`config.mk`:
```
export PLATFORM = sky130hd
export DESIGN_NAME = calc_sequencer
export DESIGN_NICKNAME = d
export VERILOG_FILES = /design/src/rtl/calc_sequencer.sv
export SDC_FILE = /design/constraint.sdc
export NUM_CORES = 1
export LEC_CHECK = 0
export BUFFER_PORTS_ARGS = -buffer_cell sky130_fd_sc_hd__buf_4
export CAP_MARGIN = 30
export CELL_PAD_IN_SITES_DETAIL_PLACEMENT = 0
export CELL_PAD_IN_SITES_GLOBAL_PLACEMENT = 1
export CORE_MARGIN = 3
export CORE_UTILIZATION = 25
export CTS_CLUSTER_DIAMETER = 200
export DETAILED_ROUTE_END_ITERATION = 10
export HOLD_SLACK_MARGIN = 0.12
export PLACE_DENSITY = 0.49
export SETUP_SLACK_MARGIN = 0.1
export SLEW_MARGIN = 15
export SYNTH_ARGS = -nofsm -noshare
export SYNTH_HDL_FRONTEND = slang
export SYNTH_SLANG_ARGS = --single-unit
```
`constraint.sdc`:
```
create_clock -name clk -period 6 [get_ports clk]
set_input_delay 0.3 -clock clk [delete_from_list [all_inputs] [get_ports clk]]
set_output_delay 0.3 -clock clk [all_outputs]
set_load 0.01 [all_outputs]
```
`src/rtl/calc_sequencer.sv`:
```
// Operand/opcode sequencer with a registered ALU, sitting behind the keypad/cursor bank.
// Walks A -> B -> op -> calc -> result and feeds its state code back to the bank.
module calc_sequencer #(
  parameter int WIDTH = 16,
  parameter int OPW   = 5
) (
  input  logic             clk,
  input  logic             rst,
  input  logic             EXE,
  input  logic             CLR,
  input  logic             CE,
  input  logic [WIDTH-1:0] op,
  output logic [2:0]       state,
  output logic             rst_s,
  output logic [WIDTH-1:0] disp,
  output logic             carry,
  output logic             ovf,
  output logic             zero,
  output logic             err,
  output logic             busy
);

  typedef enum logic [2:0] {
    S_A    = 3'd0,
    S_B    = 3'd1,
    S_OP   = 3'd2,
    S_CALC = 3'd3,
    S_RES  = 3'd4
  } state_t;

  localparam logic [OPW-1:0] OP_ADD = OPW'(0);
  localparam logic [OPW-1:0] OP_SUB = OPW'(1);
  localparam logic [OPW-1:0] OP_AND = OPW'(2);
  localparam logic [OPW-1:0] OP_OR  = OPW'(3);
  localparam logic [OPW-1:0] OP_XOR = OPW'(4);
  localparam logic [OPW-1:0] OP_SHL = OPW'(5);
  localparam logic [OPW-1:0] OP_SHR = OPW'(6);

  state_t           state_reg, state_next;
  logic             exe_q_reg;
  logic [WIDTH-1:0] a_reg, a_next, b_reg, b_next, res_reg, res_next;
  logic [OPW-1:0]   opc_reg, opc_next;
  logic             carry_reg, carry_next, ovf_reg, ovf_next;
  logic             zero_reg, zero_next, err_reg, err_next;
  logic             busy_reg, busy_next, rst_s_reg, rst_s_next;
  logic             rst_s_req, exe_ev;

  logic [WIDTH:0]   sum, diff;
  logic [WIDTH-1:0] alu_r;
  logic             alu_c, alu_v, alu_e;

  assign exe_ev = EXE & ~exe_q_reg;

  always_comb begin
    sum   = {1'b0, a_reg} + {1'b0, b_reg};
    diff  = {1'b0, a_reg} - {1'b0, b_reg};
    alu_r = '0;
    alu_c = 1'b0;
    alu_v = 1'b0;
    alu_e = 1'b0;
    case (opc_reg)
      OP_ADD: begin
        alu_r = sum[WIDTH-1:0];
        alu_c = sum[WIDTH];
        alu_v = (a_reg[WIDTH-1] == b_reg[WIDTH-1]) & (sum[WIDTH-1] != a_reg[WIDTH-1]);
      end
      OP_SUB: begin
        // the extra top bit of the widened difference is the unsigned borrow
        alu_r = diff[WIDTH-1:0];
        alu_c = diff[WIDTH];
        alu_v = (a_reg[WIDTH-1] != b_reg[WIDTH-1]) & (diff[WIDTH-1] != a_reg[WIDTH-1]);
      end
      OP_AND:  alu_r = a_reg & b_reg;
      OP_OR:   alu_r = a_reg | b_reg;
      OP_XOR:  alu_r = a_reg ^ b_reg;
      OP_SHL:  alu_r = a_reg << b_reg[3:0];
      OP_SHR:  alu_r = a_reg >> b_reg[3:0];
      default: alu_e = 1'b1;
    endcase
  end

  always_comb begin
    state_next = state_reg;
    a_next     = a_reg;
    b_next     = b_reg;
    opc_next   = opc_reg;
    res_next   = res_reg;
    carry_next = carry_reg;
    ovf_next   = ovf_reg;
    zero_next  = zero_reg;
    err_next   = err_reg;
    busy_next  = 1'b0;
    rst_s_req  = 1'b0;
    if (CLR) begin
      state_next = S_A;
      a_next     = '0;
      b_next     = '0;
      opc_next   = '0;
      res_next   = '0;
      carry_next = 1'b0;
      ovf_next   = 1'b0;
      zero_next  = 1'b0;
      err_next   = 1'b0;
      rst_s_req  = 1'b1;
    end else begin
      case (state_reg)
        S_A: if (!CE && exe_ev) begin
          a_next     = op;
          state_next = S_B;
          rst_s_req  = 1'b1;
        end
        S_B: if (!CE && exe_ev) begin
          b_next     = op;
          state_next = S_OP;
          rst_s_req  = 1'b1;
        end
        S_OP: if (!CE && exe_ev) begin
          opc_next   = op[OPW-1:0];
          state_next = S_CALC;
          busy_next  = 1'b1;
        end
        S_CALC: begin
          res_next   = alu_r;
          carry_next = alu_c;
          ovf_next   = alu_v;
          zero_next  = (alu_r == '0);
          err_next   = alu_e;
          state_next = S_RES;
          rst_s_req  = 1'b1;
        end
        S_RES: begin
          if (CE) begin
            res_next   = '0;
            carry_next = 1'b0;
            ovf_next   = 1'b0;
            zero_next  = 1'b0;
            err_next   = 1'b0;
          end else if (exe_ev) begin
            a_next     = res_reg;
            state_next = S_B;
            rst_s_req  = 1'b1;
          end
        end
        default: begin
          state_next = S_A;
          rst_s_req  = 1'b1;
        end
      endcase
    end
    // a held CLR must not stretch the bank clear beyond one cycle
    rst_s_next = rst_s_req & ~rst_s_reg;
  end

  always_ff @(posedge clk) begin
    if (rst) begin
      state_reg <= S_A;
      exe_q_reg <= 1'b0;
      a_reg     <= '0;
      b_reg     <= '0;
      opc_reg   <= '0;
      res_reg   <= '0;
      carry_reg <= 1'b0;
      ovf_reg   <= 1'b0;
      zero_reg  <= 1'b0;
      err_reg   <= 1'b0;
      busy_reg  <= 1'b0;
      rst_s_reg <= 1'b0;
    end else begin
      state_reg <= state_next;
      exe_q_reg <= EXE;
      a_reg     <= a_next;
      b_reg     <= b_next;
      opc_reg   <= opc_next;
      res_reg   <= res_next;
      carry_reg <= carry_next;
      ovf_reg   <= ovf_next;
      zero_reg  <= zero_next;
      err_reg   <= err_next;
      busy_reg  <= busy_next;
      rst_s_reg <= rst_s_next;
    end
  end

  assign state = state_reg;
  assign rst_s = rst_s_reg;
  assign busy  = busy_reg;
  assign carry = carry_reg;
  assign ovf   = ovf_reg;
  assign zero  = zero_reg;
  assign err   = err_reg;
  assign disp  = (state_reg == S_RES || state_reg == S_CALC) ? res_reg : op;

endmodule

```
# After elaboration in Yosys (flattened, before gate mapping)

Index checks and enable logic that the tools add are counted.

Add/sub/neg operators: 2
Equal/unequal tests: 20
Shift-type cells: 2
Muxes and demuxes: 27
Bitwise logic cells: 10
Reductions and logical operators: 17

Operators by type and width:

| operator                                                        | count |
|---|---|
| 16-bit case mux with 7 select lines                             | 1 |
| 16-bit 2-to-1 mux                                               | 5 |
| 16-bit case mux with 2 select lines                             | 2 |
| 16-bit by 16-bit adder with 17-bit output                       | 1 |
| 16-bit by 16-bit subtractor with 17-bit output                  | 1 |
| 16-bit AND                                                      | 1 |
| 16-bit logical NOT                                              | 1 |
| 16-bit OR                                                       | 1 |
| 16-bit by 4-bit left shift with 16-bit output                   | 1 |
| 16-bit by 4-bit right shift with 16-bit output                  | 1 |
| 16-bit bitwise XOR                                              | 1 |
| 5-bit by 3-bit == test with 1-bit output, second input constant | 3 |
| 3-bit 2-to-1 mux                                                | 5 |
| 3-bit case mux with 5 select lines                              | 1 |
| 2-bit inequality test, second input constant                    | 6 |
| 1-bit case mux with 2 select lines                              | 6 |
| 5-bit by 2-bit == test with 1-bit output, second input constant | 2 |
| 7-bit OR reduction                                              | 1 |
| 3-bit by 2-bit == test with 1-bit output, second input constant | 2 |
| 1-bit 2-to-1 mux                                                | 6 |
| 2-bit AND reduction                                             | 3 |
| 5-bit by 1-bit == test with 1-bit output, second input constant | 1 |
| 5-bit logical NOT                                               | 1 |
| 5-bit AND reduction                                             | 1 |
| other kinds (15)                                                | 24 |

Register bits after elaboration: 63
Bits of input ports: 21
Output and inout bits: 25
Word-level logic and storage cells: 90

# Logic depth before layout (Yosys ltp)

Depth in word-level cells: 7
Mapped depth: 14
Mapped depth without buffers: 14

# Least setup slack after synthesis

OpenSTA, ideal clock, no wires.

Path type: register to register
Start: reg b_reg[1]
End: reg zero_reg, in the netlist zero
Setup time: 0.084 ns
Arrival time: 3.570 ns
Data required time: 5.916 ns
Setup slack: 2.346 ns
Stages on the path, launching flop included: 15
Buffers on the path: 2
Period minus slack after synthesis: 3.654 ns
Cell sequence: dfxtp_1 buf_4 buf_2 inv_1 ha_1 o21ba_2 o2111a_1 o21ai_2 nor2_2 or4_4 a31oi_1 a21boi_2 o21ai_1 or4b_4 o31ai_2

Cells in the longest elaborated chain, start to end: 4
Elaborated cells on any way between the ends: 10
Classes of those cells: 2 x add/sub; 2 x shift; 2 x mux; 3 x bitwise; 1 x reduce/logical

Ends and longest elaborated chain:

| element                                                                      | RTL line | source |
|---|---|---|
| start, declared                                                              | 41       | `logic [WIDTH-1:0] a_reg, a_next, b_reg, b_next, res_reg, res_next;` |
| start signal, assigned                                                       | 172      | `b_reg <= b_next;` |
| 16-bit by 16-bit subtractor with 17-bit output, or another cell as far along | 56       | `diff = {1'b0, a_reg} - {1'b0, b_reg};` |
| 16-bit case mux with 7 select lines *                                        | 61       | `case (opc_reg)` |
| 16-bit logical NOT *                                                         | 126      | `zero_next = (alu_r == '0);` |
| 1-bit case mux with 2 select lines *                                         | 106      | `case (state_reg)` |
| end signal, assigned                                                         | 177      | `zero_reg <= zero_next;` |
| end, declared                                                                | 44       | `logic zero_reg, zero_next, err_reg, err_next;` |

Every way passes the cells marked *; elsewhere a longest branch is shown, timed or not.
A chain may end at the register's enable or synchronous reset.

# Worst setup path after layout

Ends and elaborated chain as after synthesis.

==> flow_metrics.env <==
export IMPL_final_hold_viol_count=0
export IMPL_ctsHtreeMaxLevel=3
export IMPL_core_area_sq_mm=0.0253
export IMPL_fp_dieH_um=167
export IMPL_hp_class="primary input to register"
export IMPL_global_route_usage_total=0.194
export IMPL_timing_critical_path_slowest_cell_delay_ns=0.75
export IMPL_io_buffers=45
export IMPL_finalCoreUtilization=0.290
export IMPL_timing_slew_headroom=0.359
export IMPL_die_width_um=167
export IMPL_wirelength_mm=27.8
export IMPL_worst_slew_pin_slew_ns=0.959
export IMPL_dp_final_hpwl_mm=20.9
export IMPL_numPlacedInstances=1184
export IMPL_critical_path_top_cell_by_count="o21ai_0"
export IMPL_synth_seq_cells=63
export IMPL_vdd_ir_drop_worst_v=0.000129
export IMPL_async_flop_share=0
export IMPL_cp_start_kind="register"
export IMPL_worstSetupStartpoint="b_reg[1]$_SDFFE_PP0P_"
export IMPL_regToRegSetupSlack_ns=1.54
export IMPL_launching_point_of_the_worst_reg2reg_path="b_reg[1]$_SDFFE_PP0P_"
export IMPL_start_util=0.255
export IMPL_tritoncts_num_buffers=9
export IMPL_total_power_mw=1.09
export IMPL_routedWlPerCell_um=23.2
export IMPL_cp_arrival_ns=4.70
export IMPL_grt_antenna_before_repair=0
export IMPL_yosysUniqueCellTypes=73
export IMPL_routabilityCongestion=0.892
export IMPL_ys_warn_count=0
export IMPL_grt_setup_unrepaired="false"
export IMPL_synth_edff_count=0
export IMPL_dpl_cell_area_sq_mm=0.00704
export IMPL_cpLargestDelayFamily="compound AO/OA/AOI/OAI gates"
export IMPL_post_synth_inst_count=865
export IMPL_ant_nets=0
export IMPL_finalNonFillerCells=1200
export IMPL_critPathMaxFanout=24
export IMPL_reg2regPathDepth=12
export IMPL_post_route_cell_area_sq_mm=0.00734
export IMPL_insertion_delay_ns=0.33
export IMPL_dr_pass1_iters=5
export IMPL_path_buf_inv=1
export IMPL_floorplan_die_area_sq_mm=0.0278
export IMPL_setup_worst_path_class="register to register"
export IMPL_mappedNetlistNets=940
export IMPL_cts_setup_buffers=0
export IMPL_critical_path_cell_chain="inv_1, ha_1, a21o_1, a221oi_1, o21ai_0, a31oi_1, o22ai_1, o21ai_0, o2111a_1, nand4_1, or4_1, o31ai_2"
export IMPL_worst_path_max_delay_cell="dfxtp_2"
export IMPL_hold_path_depth=2
export IMPL_grt_start_max_net_pins=61
export IMPL_global_route_wire_length_before_repair_mm=42.2
export IMPL_syn2layout_area_growth_pct=13.5
export IMPL_period_minus_slack_ns=4.46
export IMPL_global_route_overflow_total=0
export IMPL_worstSetupEndpointType="register"
export IMPL_num_io_pins=46
export IMPL_power_per_cell_area_mw_per_mm2=149
export IMPL_via_count=6677
export IMPL_result_of_the_run="complete, no violations"
export IMPL_antenna_diode_count=0
export IMPL_synth_area_per_cell_sq_um=7.47
export IMPL_drc=0
export IMPL_cp_endpoint="zero$_SDFFE_PP0P_"
export IMPL_cts_tree="yes"
export IMPL_layout_nets=941
export IMPL_post_cts_resized=0
export IMPL_max_clock_freq_mhz=224
export IMPL_totalNegativeSetupSlack_ns=0
export IMPL_synth_top_flop_cell="dfxtp_1"
export IMPL_post_synthesis_cell_area_sq_mm=0.00646
export IMPL_clk_transition_reported_paths_ns=0.06
export IMPL_grt_pass1_vias=6518
export IMPL_maxCapViolCount=0
export IMPL_drtIter0Drc=593
export IMPL_final_max_slew_violation_count=0
export IMPL_holdBufCountCts=0
export IMPL_layout_drive_gt1_share=0.145
export IMPL_clk_path_buf_depth=2
export IMPL_power_leakage_nw=2.65
export IMPL_cp_data_required_time_ns=6.24
export IMPL_reg2reg_to="zero$_SDFFE_PP0P_"
export IMPL_numClockSinks=63
export IMPL_post_drt_via_cell_ratio=5.56
export IMPL_setup_violations_final=0
export IMPL_proportion_of_synthesized_chip_area_in_sequential_cells=0.195
export IMPL_fillCellCount=2766
export IMPL_fin_crit_sh=0.744
export IMPL_path_depth=12
export IMPL_fp_row_count=58
export IMPL_root_buffer="clkbuf_16"
export IMPL_skew_ns=0.00726
[report_power, final]
group | total, mW | switching (mW) | internal, mW
clock network | 0.531 | 0.189 | 0.341
registers | 0.433 | 0.0105 | 0.422
logic | 0.127 | 0.0732 | 0.0536
total | 1.09 | 0.273 | 0.817
[cells in the final DEF, fill, tap and decap left out, types with 4 or more instances in the layout]
| master | instances |
|---|---|
| a211oi_1 | 16 |
| o22ai_1 | 6 |
| dfxtp_1 | 62 |
| o221ai_1 | 25 |
| buf_4 | 56 |
| mux2i_1 | 26 |
| o21bai_1 | 4 |
| nand2b_1 | 11 |
| mux4_2 | 16 |
| clkbuf_16 | 9 |
| a221oi_1 | 10 |
| o31a_1 | 4 |
| nor2_1 | 94 |
| o211ai_1 | 7 |
| nor2b_1 | 4 |
| inv_1 | 52 |
| o31ai_1 | 5 |
| or3_1 | 5 |
| nor4_1 | 5 |
| a21oi_1 | 82 |
| a21o_1 | 9 |
| ha_1 | 52 |
| and3_1 | 7 |
| and2_1 | 6 |
| nand3_1 | 17 |
| a31oi_1 | 7 |
| mux2_2 | 18 |
| o21ai_0 | 46 |
| nand2_1 | 96 |
| a22oi_1 | 13 |
| nor3_1 | 17 |
| nand4_1 | 6 |
| a211o_1 | 4 |
[synthesized netlist by cell type (17+ instances only)]
library cell	n	area (sq um)
nand2_1	96	360
nor2_1	94	353
a21oi_1	82	410
dfxtp_1	63	1260
ha_1	52	651
inv_1	52	195
clkbuf_1	50	188
o21ai_0	46	230
mux2i_1	26	260
o221ai_1	25	219
nor3_1	19	95.1
mux2_2	18	203
nand3_1	17	85.1
[area by class of cell]
| type | instances | area (sq um) | area share |
|---|---|---|---|
| clock buffer | 12 | 256 | 0.0349 |
| clock inverter | 3 | 42.5 | 0.00580 |
| inverter | 53 | 199 | 0.0271 |
| multi-input combinational | 680 | 4720 | 0.643 |
| sequential | 63 | 1260 | 0.172 |
| tap | 330 | 413 | 0.0562 |
| timing repair buffer | 59 | 445 | 0.0607 |
[metal layers]
| metal | part of all wire | vias up | global-route usage |
|---|---|---|---|
| met3 | 0.055 | 38 | 0.0280 |
| met4 | 0.019 | 0 | 0.0491 |
| li1 | - | 3181 | - |
| met5 | 0 | - | 0 |
| met2 | 0.45 | 223 | 0.305 |
| met1 | 0.48 | 3235 | 0.278 |
[kinds of logic after synthesis]
kind of cell | count (synthesis) | share of synthesized area
flip-flops | 63 | 0.195
adder cells (fa/ha/maj) | 54 | 0.107
buffers and inverters | 122 | 0.0761
multiplexers | 60 | 0.127
AND/OR/NAND/NOR | 285 | 0.199
AO/OA/AOI/OAI | 281 | 0.296
[stage by stage]
step | hold slack [ns] | worst slack (ns)
final | 0.151 | 1.54
after floorplan | 0.372 | 2.35
after global routing | 0.146 | 1.27
after CTS | 0.142 | 1.58
after global placement | 0.424 | 1.69
after detailed placement | 0.414 | 1.63
[worst reg2reg max path: cells and delay by family (launching register included)]
family          cells  cell delay (ns)
compound gates      8             2.31
flops               1             0.75
simple gates        2             0.53
fa+ha+maj           1             0.41
buf+inv             1             0.38
[worst min-delay path by stage]
stage | from | to | slack, ns
finish | rst | exe_q_reg$_SDFF_PP0_ | 0.15
global route | rst | exe_q_reg$_SDFF_PP0_ | 0.15
CTS | rst | exe_q_reg$_SDFF_PP0_ | 0.14
detailed placement | rst_s$_SDFF_PP0_ | rst_s$_SDFF_PP0_ | 0.41
global placement | rst_s$_SDFF_PP0_ | rst_s$_SDFF_PP0_ | 0.42
floorplan | rst | exe_q_reg$_SDFF_PP0_ | 0.37
No activity file was read; power rests on OpenSTA's default activity.
